--- src/rtl/kernel_weight_bank_if.sv ---
// Weight-load port of the kernel weight bank: load control, the weight
// beat stream and the load status flags, grouped so a driver and the bank
// can be connected through a single port.
interface kernel_weight_bank_if #(
  parameter int DW = 32,
  parameter int KW = 1
);
  logic          iLoadStart;
  logic [KW-1:0] iKerSel;
  logic          iValid;
  logic          oReady;
  logic [DW-1:0] iWeight;
  logic          iCommit;
  logic          iAbort;
  logic          oFull;
  logic          oDone;
  logic          oBusy;

  // Driver side (stimulus / upstream loader).
  modport master (
    output iLoadStart, iKerSel, iValid, iWeight, iCommit, iAbort,
    input  oReady, oFull, oDone, oBusy
  );

  // Bank side.
  modport slave (
    input  iLoadStart, iKerSel, iValid, iWeight, iCommit, iAbort,
    output oReady, oFull, oDone, oBusy
  );
endinterface

--- src/rtl/kernel_weight_bank.sv ---
// Kernel weight bank: NKER active KSIZE x KSIZE kernels for the conv MAC
// array. Weights stream into one shadow buffer and are committed to a
// kernel slot in a single cycle, so the active slot never holds a
// partially loaded kernel. A registered flattened bus presents the
// selected kernel; a registered readback port serves debug access.
//
// Handshake: a weight beat transfers on a rising edge where iValid and
// oReady are both high. oReady is high only in LOAD and does not depend
// on iValid; iValid may drop at any time, stalling the load indefinitely.
// iAbort in the same cycle as a beat discards that beat.
module kernel_weight_bank #(
  parameter int DW    = 32,
  parameter int KSIZE = 5,
  parameter int NKER  = 2,
  parameter int KW    = 1,
  parameter int AW    = 5
) (
  input  logic                      iCLK,
  input  logic                      iRST,
  kernel_weight_bank_if.slave       ldIf,
  input  logic [KW-1:0]             iActSel,
  output logic [KSIZE*KSIZE*DW-1:0] oWeights,
  input  logic [KW-1:0]             iRdSel,
  input  logic [AW-1:0]             iRdAddr,
  output logic [DW-1:0]             oRdData,
  output logic [1:0]                oState
);
  localparam int          NTAP   = KSIZE * KSIZE;
  localparam logic [31:0] NKER_U = 32'(NKER);
  localparam logic [31:0] NTAP_U = 32'(NTAP);

  typedef enum logic [1:0] {IDLE, LOAD, FULL, COMMIT} state_t;

  state_t        state, stateNext;
  logic          busy;
  logic [AW-1:0] count;
  logic [KW-1:0] slot;
  logic [DW-1:0] shadow [NTAP];
  logic [DW-1:0] active [NKER][NTAP];

  logic startOk, beat, lastBeat, actOk, rdOk;

  assign startOk  = ldIf.iLoadStart && (32'(ldIf.iKerSel) < NKER_U);
  assign beat     = (state == LOAD) && ldIf.iValid && !ldIf.iAbort;
  assign lastBeat = beat && (count == AW'(NTAP - 1));
  assign actOk    = 32'(iActSel) < NKER_U;
  assign rdOk     = (32'(iRdSel) < NKER_U) && (32'(iRdAddr) < NTAP_U);

  assign ldIf.oBusy = busy;
  assign oState     = state;

  // Next-state and status decode; abort wins over commit and the final beat.
  always_comb begin
    stateNext   = state;
    ldIf.oReady = 1'b0;
    ldIf.oFull  = 1'b0;
    ldIf.oDone  = 1'b0;
    case (state)
      IDLE: begin
        if (startOk) stateNext = LOAD;
      end
      LOAD: begin
        ldIf.oReady = 1'b1;
        if (ldIf.iAbort)   stateNext = IDLE;
        else if (lastBeat) stateNext = FULL;
      end
      FULL: begin
        ldIf.oFull = 1'b1;
        if (ldIf.iAbort)       stateNext = IDLE;
        else if (ldIf.iCommit) stateNext = COMMIT;
      end
      COMMIT: begin
        ldIf.oDone = 1'b1;
        stateNext  = IDLE;
      end
      default: stateNext = IDLE;
    endcase
  end

  // State register with the busy flag registered alongside it.
  always_ff @(posedge iCLK) begin
    if (iRST) begin
      state <= IDLE;
      busy  <= 1'b0;
    end else begin
      state <= stateNext;
      busy  <= (stateNext != IDLE);
    end
  end

  // Tap counter, destination slot latch and shadow buffer fill.
  always_ff @(posedge iCLK) begin
    if (iRST) begin
      count <= '0;
      slot  <= '0;
      for (int t = 0; t < NTAP; t++) shadow[t] <= '0;
    end else begin
      if ((state == IDLE) && startOk) begin
        count <= '0;
        slot  <= ldIf.iKerSel;
      end
      if (beat) begin
        shadow[count] <= ldIf.iWeight;
        count         <= count + AW'(1);
      end
    end
  end

  // Atomic copy of the whole shadow buffer into the destination slot.
  always_ff @(posedge iCLK) begin
    if (iRST) begin
      for (int k = 0; k < NKER; k++)
        for (int t = 0; t < NTAP; t++) active[k][t] <= '0;
    end else if (state == COMMIT) begin
      for (int t = 0; t < NTAP; t++) active[slot][t] <= shadow[t];
    end
  end

  // Registered kernel bus and readback; out-of-range selects read as zero.
  always_ff @(posedge iCLK) begin
    if (iRST) begin
      oWeights <= '0;
      oRdData  <= '0;
    end else begin
      for (int t = 0; t < NTAP; t++)
        oWeights[t*DW +: DW] <= actOk ? active[iActSel][t] : '0;
      oRdData <= rdOk ? active[iRdSel][iRdAddr] : '0;
    end
  end
endmodule
--- src/flat_wrapper.sv ---
// flat-port wrapper written by rule: the top's interface ports become plain ports
module kernel_weight_bank_flat 
#(
  parameter int DW    = 32,
  parameter int KSIZE = 5,
  parameter int NKER  = 2,
  parameter int KW    = 1,
  parameter int AW    = 5
)
  (iCLK, iRST, iActSel, oWeights, iRdSel, iRdAddr, oRdData, oState, ldIf_iLoadStart, ldIf_iKerSel, ldIf_iValid, ldIf_iWeight, ldIf_iCommit, ldIf_iAbort, ldIf_oReady, ldIf_oFull, ldIf_oDone, ldIf_oBusy);
  kernel_weight_bank_if #(.DW(DW), .KW(KW)) ldIf_i ();
  input  logic iCLK;
  input  logic iRST;
  input  logic [KW-1:0] iActSel;
  output logic [KSIZE*KSIZE*DW-1:0] oWeights;
  input  logic [KW-1:0] iRdSel;
  input  logic [AW-1:0] iRdAddr;
  output logic [DW-1:0] oRdData;
  output logic [1:0] oState;
  input wire logic [$bits(ldIf_i.iLoadStart)-1:0] ldIf_iLoadStart;
  input wire logic [$bits(ldIf_i.iKerSel)-1:0] ldIf_iKerSel;
  input wire logic [$bits(ldIf_i.iValid)-1:0] ldIf_iValid;
  input wire logic [$bits(ldIf_i.iWeight)-1:0] ldIf_iWeight;
  input wire logic [$bits(ldIf_i.iCommit)-1:0] ldIf_iCommit;
  input wire logic [$bits(ldIf_i.iAbort)-1:0] ldIf_iAbort;
  output wire logic [$bits(ldIf_i.oReady)-1:0] ldIf_oReady;
  output wire logic [$bits(ldIf_i.oFull)-1:0] ldIf_oFull;
  output wire logic [$bits(ldIf_i.oDone)-1:0] ldIf_oDone;
  output wire logic [$bits(ldIf_i.oBusy)-1:0] ldIf_oBusy;
  assign ldIf_i.iLoadStart = ldIf_iLoadStart;
  assign ldIf_i.iKerSel = ldIf_iKerSel;
  assign ldIf_i.iValid = ldIf_iValid;
  assign ldIf_i.iWeight = ldIf_iWeight;
  assign ldIf_i.iCommit = ldIf_iCommit;
  assign ldIf_i.iAbort = ldIf_iAbort;
  assign ldIf_oReady = ldIf_i.oReady;
  assign ldIf_oFull = ldIf_i.oFull;
  assign ldIf_oDone = ldIf_i.oDone;
  assign ldIf_oBusy = ldIf_i.oBusy;
  kernel_weight_bank #(.DW(DW), .KSIZE(KSIZE), .NKER(NKER), .KW(KW), .AW(AW)) u_core (.iCLK(iCLK), .iRST(iRST), .ldIf(ldIf_i), .iActSel(iActSel), .oWeights(oWeights), .iRdSel(iRdSel), .iRdAddr(iRdAddr), .oRdData(oRdData), .oState(oState));
endmodule
--- config.mk ---
export PLATFORM = sky130hd
export DESIGN_NAME = kernel_weight_bank_flat
export DESIGN_NICKNAME = d
export VERILOG_FILES = /design/src/rtl/kernel_weight_bank_if.sv /design/src/rtl/kernel_weight_bank.sv /design/src/flat_wrapper.sv
export SDC_FILE = /design/constraint.sdc
export NUM_CORES = 2
export LEC_CHECK = 0
export ABC_CLOCK_PERIOD_IN_PS = 22800
export BUFFER_PORTS_ARGS = -buffer_cell sky130_fd_sc_hd__clkbuf_2
export CAP_MARGIN = 20
export CORE_MARGIN = 2
export CORE_UTILIZATION = 60
export CTS_BUF_LIST = sky130_fd_sc_hd__clkbuf_4
export CTS_CLUSTER_DIAMETER = 40
export DETAILED_ROUTE_END_ITERATION = 6
export PLACE_DENSITY = 0.79
export SETUP_SLACK_MARGIN = 0.3
export SYNTH_ARGS = -nofsm -noshare
export SYNTH_HDL_FRONTEND = slang
export SYNTH_SLANG_ARGS = --single-unit
--- constraint.sdc ---
create_clock -name iCLK -period 22.8 [get_ports iCLK]
set_input_delay 2.28 -clock iCLK [delete_from_list [all_inputs] [get_ports iCLK]]
set_output_delay 2.28 -clock iCLK [all_outputs]
set_load 0.01 [all_outputs]
==> results.cfg <==
[yosys]
yosys_warnings = 0
synth_cells = 8946
syn_avg_cell_area_sq_um = 14.6
seq_area_frac_synth_pct = 68.0
synth_ff_type = edfxtp_1
yosys.area.top_type = edfxtp_1
synthMuxAreaShare_pct = 13.7
yosys.area_share.xor_xnor_pct = 0
synth_adder_area_share_pct = 0.0383
synthSimpleGateAreaFrac_pct = 14.7
synth-compound-area-share_pct = 1.33
ys_async_sr_fraction_pct = 0
synth_top_family_by_area = simple AND/OR/NAND/NOR gates
yosysMostFrequentCell = edfxtp_1
ys_top_cells_by_count = edfxtp_1, and2_1, mux2i_1
synth_edf_count = 2400
synthesis.area_sq_um = 131000
ys_types = 52
ys_ff_latch = 3241
syn_nets = 8996
synth_top_area_share_pct = 55.1
synth.area.top_cells = edfxtp_1, dfxtp_1, and2_1

[clock_tree]
post_cts_buffers = 0
cts.htree.levels = 6
cts_buffer_depth = 4
cts_tree = built
cts_sinks = 3241
cts_resized = 0
cts_hold_buf = 0
clock_latency_ns = 1.55
path_clk_slew_ns = 0.08
clockRootBuffer = clkbuf_4
numCtsBuffers = 797

[power_and_ir_drop]
ir_drop_mv = 0.0682
power.density_nw_per_um2 = 85.6
p_leak_nw = 59.6

[timing]
finalCritPeriodShare_pct = 29.8
max_freq_mhz = 147
holdWs_ns = 0.440
skew_ns = 0.164
rsz0062_at_grt = no
finalMaxSlewViolations = 0
finalSetupTns_ns = 0
worstMarginPinSlew_ns = 1.31
finalSetupViolCount = 0
relSlewSlack_pct = 12.6
finalCriticalPeriod_ns = 6.79
hold_viol_final = 0

[worst_setup_path]
cp_cell_sequence = buf_8 -> buf_4 -> buf_4 -> buf_4 -> buf_12 -> buf_4 -> mux4_2 -> a221oi_1 -> o21ai_0 -> and4_1
r2r_end = u_core.active[0][455]$_SDFFCE_PN0P_
crit_type = input pin to flop
critPathTopFamily = buffers and inverters
worst_ep_arrival_time_ns = 8.19
cpMostUsedCell = buf_4
r2r_cells = 7
worstSetupStartpointType = input pin
reg2reg_slack_ns = 17.08
worst_path_max_delay_cell = buf_4
max_stage_delay_ns = 0.82
regToRegStartpoint = u_core.oState[1]$_SDFF_PP0_
cp-end-kind = flop
required_ns = 24.20
critPathBufInv = 6
crit_path_max_fanout = 80

[floorplan]
io_pins = 884
die-area_sq_um = 222000
die_w_um = 471
core_area_sq_um = 217000
initial_utilization_pct = 60.3
rows = 171
die-height_um = 471

[finish]
area_growth_pct = 13.4
nets = 10203
fillCellCount = 14842
fin_cells = 13694
final_area_sq_um = 148000
multi_input_area_sq_um = 39100
seqCellArea_sq_um = 88900
layout-drive-gt1-share_pct = 25.8

[global_routing]
grt_first_pass_wirelength_mm = 599
grt_max_degree = 253
grt_pass1_vias = 83120
track_usage_pct = 38.4
overflow = 0
antenna_found_initial = 70

[worst_hold_path]
min_delay_path_depth = 1
worstHoldStart = u_core.shadow[10][11]$_SDFFCE_PN0P_
min-delay-path-class = flop to flop
whs_endpoint = u_core.active[0][459]$_SDFFCE_PN0P_

[placement]
dpl.hpwl_mm = 274
gp_congestion = 0.935
dpl.cell_count = 12199
placed_area_sq_um = 138000
portBuffers = 883

[run]
drv_cap = 0

[run_status]
status = finished, final reports clean

[route]
ant_nets = 0
drtIter0Drc = 13528
first_pass_iters = 7
dr_total_vias = 84827
finalWirelength_mm = 432
wl_per_cell_um = 31.5
avgViaCountPerCell = 6.19
route.detailed.drc = 0
## layout make-up
class | count | share of cell area, %
tap | 2854 | 2.41
sequential | 3241 | 60.0
multi-input combinational | 5040 | 26.4
inverter | 6 | 0.0152
clock buffer | 1223 | 6.19
timing repair buffer | 1067 | 4.08
clock inverter | 215 | 0.836
antenna | 48 | 0.0810
## cells by family after synthesis
group,Yosys count
and+or+nand+nor,3430
DFF,3241
muxes,1356
buffers and inverters,665
AOI/OAI and AO/OA,250
adders and majority gates,4
## per-layer routing
layer	share of wire (%)	wire (um)	track usage, %
met3	14	58800	11.4
met1	33	143000	47.7
met4	9.0	38900	30.6
met2	44	191000	56.2
met5	0.036	156	0.173
## sequential cells by signal, summed over array words and instances (netlist names)
name,count
u_core.oRdData,32
u_core.ldIf.oBusy,1
u_core.oState,2
u_core.active,1600
u_core.slot,1
u_core.shadow,800
u_core.oWeights,800
u_core.count,5
## worst max path at each step
stage               startpoint                            end  slack (ns)  cells after the start
global route            iRdSel  u_core.oRdData[28]$_SDFF_PP0_       15.58                     10
floorplan                 iRST  u_core.active[1][0]$_DFFE_PP_        3.06                      5
CTS                     iRdSel  u_core.oRdData[28]$_SDFF_PP0_       16.00                     10
finish                  iRdSel  u_core.oRdData[28]$_SDFF_PP0_       16.01                     10
detailed placement      iRdSel  u_core.oRdData[28]$_SDFF_PP0_       14.36                     10
global placement        iRdSel  u_core.oRdData[28]$_SDFF_PP0_       14.39                     10
## worst reg2reg max path, cell delays in order, from the launching register on
cell	delay, ns
dfxtp_1	0.61
nand2_1	0.24
nor3_2	0.15
buf_4	0.76
or2_4	0.74
buf_4	0.84
buf_4	0.88
buf_4	1.01
## placed cells by master (no fill, tap or decap), types with 6 or more instances in the layout
cell       count
or2_2         28
mux4_2       347
clkbuf_2     873
o22ai_1        8
bufinv_16     14
nor2_2         9
mux2_2        22
a22o_1         8
a21oi_1       35
a221oi_1      53
and2_1      2368
nand2_1       70
buf_12        12
nor2_4        18
clkinv_1     166
a22oi_1       14
and4_1        12
inv_2          9
nand2b_1      12
o2111ai_1     12
nor2_1       828
nor3_1        11
o221ai_1      14
buf_4        168
edfxtp_1    2400
clkinv_2      18
mux2i_1      987
diode_2       48
a211oi_1      20
clkinv_4       6
nor2b_1        6
clkbuf_4    1224
and3_1        33
dfxtp_1      841
o21ai_0       63
## per-stage QoR
step | total power [mW] | util (%) | worst slack, ns
2_1_floorplan | 7.36 | - | 3.06
3_3_place_gp | 7.79 | 63.4 | 14.39
3_5_place_dp | 7.81 | 63.4 | 14.36
4_1_cts | 12.7 | 68.2 | 16.00
5_1_grt | 13.0 | 68.3 | 15.58
6_report | 12.7 | 68.3 | 16.01
## power by group
group          internal, mW  switching, mW
clock                  2.60           2.37
sequential             6.60          0.164
combinational         0.297          0.667
total                  9.49           3.20
Note: power is estimated with default switching activity, not from simulation.
